--- src/rtl/serial_subtractor.sv ---
// Bit-serial WIDTH-bit subtractor: D = A - B - Bin, one bit per clock, LSB first.
// A single full-subtractor cell and a borrow flop sit behind a start/done handshake.
module serial_subtractor #(
  parameter int unsigned WIDTH = 4
) (
  input  logic             i_clk,
  input  logic             i_rst_n,
  input  logic             i_start,
  input  logic [WIDTH-1:0] i_A,
  input  logic [WIDTH-1:0] i_B,
  input  logic             i_Bin,
  output logic             o_busy,
  output logic             o_done,
  output logic [WIDTH-1:0] o_D,
  output logic             o_Bout
);

  localparam int unsigned CW = $clog2(WIDTH) + 1;
  localparam logic [CW-1:0] LastBit = CW'(WIDTH - 1);

  typedef enum logic [1:0] {
    StIdle,
    StRun,
    StDone
  } state_e;

  state_e           state_q;
  logic [WIDTH-1:0] sh_a_q;
  logic [WIDTH-1:0] sh_b_q;
  logic [WIDTH-1:0] sh_d_q;
  logic             borrow_q;
  logic [CW-1:0]    count_q;

  logic             diff_bit;
  logic             borrow_next;
  logic [WIDTH-1:0] sh_d_next;

  // Full-subtractor cell on the current LSBs.
  always_comb begin
    diff_bit    = sh_a_q[0] ^ sh_b_q[0] ^ borrow_q;
    borrow_next = (~sh_a_q[0] & sh_b_q[0]) | (~(sh_a_q[0] ^ sh_b_q[0]) & borrow_q);
    sh_d_next   = sh_d_q >> 1;
    sh_d_next[WIDTH-1] = diff_bit;
  end

  always_ff @(posedge i_clk) begin
    if (!i_rst_n) begin
      state_q  <= StIdle;
      sh_a_q   <= '0;
      sh_b_q   <= '0;
      sh_d_q   <= '0;
      borrow_q <= 1'b0;
      count_q  <= '0;
      o_busy   <= 1'b0;
      o_done   <= 1'b0;
      o_D      <= '0;
      o_Bout   <= 1'b0;
    end else begin
      case (state_q)
        StIdle: begin
          o_done <= 1'b0;
          if (i_start) begin
            sh_a_q   <= i_A;
            sh_b_q   <= i_B;
            borrow_q <= i_Bin;
            sh_d_q   <= '0;
            count_q  <= '0;
            o_busy   <= 1'b1;
            state_q  <= StRun;
          end
        end
        StRun: begin
          sh_a_q   <= sh_a_q >> 1;
          sh_b_q   <= sh_b_q >> 1;
          sh_d_q   <= sh_d_next;
          borrow_q <= borrow_next;
          count_q  <= count_q + CW'(1);
          // The last bit's result goes straight to the outputs on this edge.
          if (count_q == LastBit) begin
            o_D     <= sh_d_next;
            o_Bout  <= borrow_next;
            o_done  <= 1'b1;
            state_q <= StDone;
          end
        end
        StDone: begin
          o_done  <= 1'b0;
          o_busy  <= 1'b0;
          state_q <= StIdle;
        end
        default: begin
          state_q <= StIdle;
          o_busy  <= 1'b0;
          o_done  <= 1'b0;
        end
      endcase
    end
  end

endmodule

--- config.mk ---
export PLATFORM = sky130hd
export DESIGN_NAME = serial_subtractor
export DESIGN_NICKNAME = d
export VERILOG_FILES = /design/src/rtl/serial_subtractor.sv
export SDC_FILE = /design/constraint.sdc
export NUM_CORES = 1
export LEC_CHECK = 0
export ABC_AREA = 1
export BUFFER_PORTS_ARGS = -buffer_cell sky130_fd_sc_hd__buf_4
export CAP_MARGIN = 20
export CELL_PAD_IN_SITES_DETAIL_PLACEMENT = 1
export CELL_PAD_IN_SITES_GLOBAL_PLACEMENT = 2
export CORE_AREA = 2 2 63 65
export CTS_CLUSTER_DIAMETER = 120
export DETAILED_ROUTE_END_ITERATION = 8
export DIE_AREA = 0 0 65 67
export HOLD_SLACK_MARGIN = 0.03
export PLACE_DENSITY_LB_ADDON = 0.1
export REMOVE_ABC_BUFFERS = 1
export SYNTH_ARGS = -nofsm -noshare
export SYNTH_HDL_FRONTEND = slang
export SYNTH_SLANG_ARGS = --single-unit
--- constraint.sdc ---
create_clock -name i_clk -period 1.57 [get_ports i_clk]
set_clock_uncertainty 0.1 [all_clocks]
set_input_delay 0.0785 -clock i_clk [delete_from_list [all_inputs] [get_ports i_clk]]
set_output_delay 0.0785 -clock i_clk [all_outputs]
set_load 0.005 [all_outputs]
==> impl_metrics.ini <==
[die]
ios = 19
initial_core_util_pct = 28.9
rows = 22
die_y_um = 67
die_x_um = 65
coreArea_um2 = 3610
die-area_um2 = 4360

[timing]
tns_ns = 0
rsz0062_at_grt = false
setup_ws_ns = 0.153
tightestPinTransition_ns = 0.576
maxSlewViolCount = 0
slew_headroom_pct = 61.5
fin_crit_ns = 1.42
fin_crit_sh_pct = 90.2
fmax_mhz = 706
final-setup-viol-count = 0
finalHoldViolations = 0

[critical_path]
start_kind = flip-flop
criticalPathCategory = reg2reg
crit_top_cell = nand2_1
cp_slowest_cell = dfxtp_1
crit_fanout = 6
cpPeakStageDelay_ns = 0.37
worstPathRequired_ns = 1.68
arrival_ns = 1.53
worstSetupEndpointType = flip-flop
cp_cell_sequence = ha_1, ha_1, nand2_1, inv_2, nand2_2, nor2_1, nand2_1, nand2_1

[logic_synthesis]
synthTopCellsByArea = dfxtp_1, nand2_1, nand3_1
ys_seq_area_share_pct = 46.2
synthMuxAreaShare_pct = 0
yosys.area.top_type_share_pct = 46.2
syn_inst = 146
synth_compound_area_share_pct = 6.85
ys_types = 18
synth_seq_cells = 24
synth_area_um2 = 1040
avgSynthCellArea_um2 = 7.13
synthAdderAreaFrac_pct = 4.33
synth_top_family_by_area = simple AND/OR/NAND/NOR gates
ys.warnings.count = 0
synthXorXnorAreaFrac_pct = 0
synthSimpleGateAreaFrac_pct = 33.5
synth_largest_area_cell = dfxtp_1

[clock_network]
cts_setup_buffers = 0
path_clk_slew_ns = 0.08
cts_buffer_depth = 2
htreeDepth = 1
cts_root_buffer = clkbuf_8
numCtsBuffers = 3
clkLatencyLatePin_ns = 0.26
clkSinkCount = 24
cts_tree = built

[route]
via_count = 964
viasPerCell = 4.36
remaining_drc_errors = 0
wl_per_cell_um = 11.0
drt-initial-drc-count = 19
drt_pre_antenna_iters = 4
drt-total-wl_mm = 2.43
ant_nets = 0

[run_status]
status = finished clean

[power_and_ir_drop]
p_leak_nw = 0.668
p_per_area_nw_per_um2 = 985
finalPower_mw = 1.36
vdd_drop_max_v = 0.000613

[final_layout]
insertedDiodeCount = 0
synthToLayoutAreaGrowth_pct = 32.8
multi_input_area_um2 = 473
most-common-layout-cells = nand2_1, dfxtp_1, buf_4, nor2_1
fillers = 465
drive_gt1_share_pct = 18.5
mostFrequentLayoutCell = nand2_1
seqCellArea_um2 = 480
num-nets-final = 189

[global_route]
antenna_found_initial = 0
grt_use_total_pct = 13.0
grt_pass1_wl_mm = 4.31
grt_pass1_vias = 983
grt_max_degree = 23
grt_overflow = 0

[hold_path]
hp-class = in2reg

[place]
gp_congestion = 0.666
dpl.hpwl_mm = 1.72
port_buffers = 18
dp_slack_ns = 0.0588

[job]
maxCapViolations = 0
per-layer routing:
layer / share of wire (%) / up-vias / global-route usage [%] / wire, um
li1: - / 504 / - / -
met3: 3.9 / 2 / 3.55 / 94
met4: 0.58 / 0 / 3.19 / 14
met1: 45 / 441 / 14.6 / 1100
met5: 0 / - / 0 / 0
met2: 50 / 17 / 24.4 / 1220
worst max-delay path: cells and delay by family (launching register included):
kind | cells | cell delay [ns]
simple gates | 5 | 0.46
fa+ha+maj | 2 | 0.37
flops | 1 | 0.37
buf+inv | 1 | 0.06
where the power goes:
part	switching [mW]	total, mW	internal, mW	leakage, nW
registers	0.0149	0.652	0.637	0.196
logic	0.0947	0.175	0.0804	0.435
clock network	0.195	0.535	0.341	0.0357
sequential cells by signal, indices dropped and copies added (netlist names):
| signal | count |
|---|---|
| sh_b_q | 4 |
| o_done | 1 |
| o_D | 4 |
| o_Bout | 1 |
| sh_d_q | 3 |
| borrow_q | 1 |
| sh_a_q | 4 |
| state_q | 2 |
| count_q | 3 |
| o_busy | 1 |
kinds of logic after synthesis:
family                   count (synthesis)
AO/OA/AOI/OAI                           13
AND/OR/NAND/NOR                         83
flip-flops                              24
adder cells (fa/ha/maj)                  3
buffers and inverters                   23
stage by stage:
stage / instances / hold slack (ns) / instance area [um2] / util, %
finish: 221 / 0.0412 / 1380 / 38.3
detailed placement: 209 / 0.220 / 1220 / 33.9
CTS: 221 / 0.0414 / 1380 / 38.1
floorplan: 141 / 0.104 / 1010 / -
global route: 221 / 0.0616 / 1380 / 38.3
global placement: 209 / 0.218 / 1220 / 33.9
path summary, 6_finish.rpt:
kind                            startpoint         to  slack (ns)  depth (start not counted)
worst max-delay path            count_q[0]     o_D[3]        0.15                          8
worst min-delay path                i_A[1]  sh_a_q[1]        0.04                          5
worst max register to register  count_q[0]     o_D[3]        0.15                          8
worst min register to register      o_D[0]     o_D[0]        0.36                          2
synthesized netlist by cell type (all sizes together):
| library cell | count |
|---|---|
| buf | 5 |
| inv | 18 |
| nand2 | 46 |
| o21ai | 4 |
| a21oi | 8 |
| nand3 | 16 |
| ha | 2 |
| o21a | 1 |
| or2 | 1 |
| fa | 1 |
| dfxtp | 24 |
| nor2 | 20 |
area by class of cell:
class                           instances  share of cell area [%]
Sequential cell                        24                    34.8
Multi-Input combinational cell         99                    34.2
Timing Repair Buffer                   28                    16.7
Inverter                               18                    4.89
Tap cell                               48                    4.34
Clock buffer                            3                    2.99
Clock inverter                          1                    2.17
timing repair:
action | CTS | global route
hold buffers | 8 | 0
endpoints found under the hold margin | 8 | 0
endpoints found under the setup margin | 0 | 15
resized for setup | 0 | 1
Power figures use the tool's default switching activity.
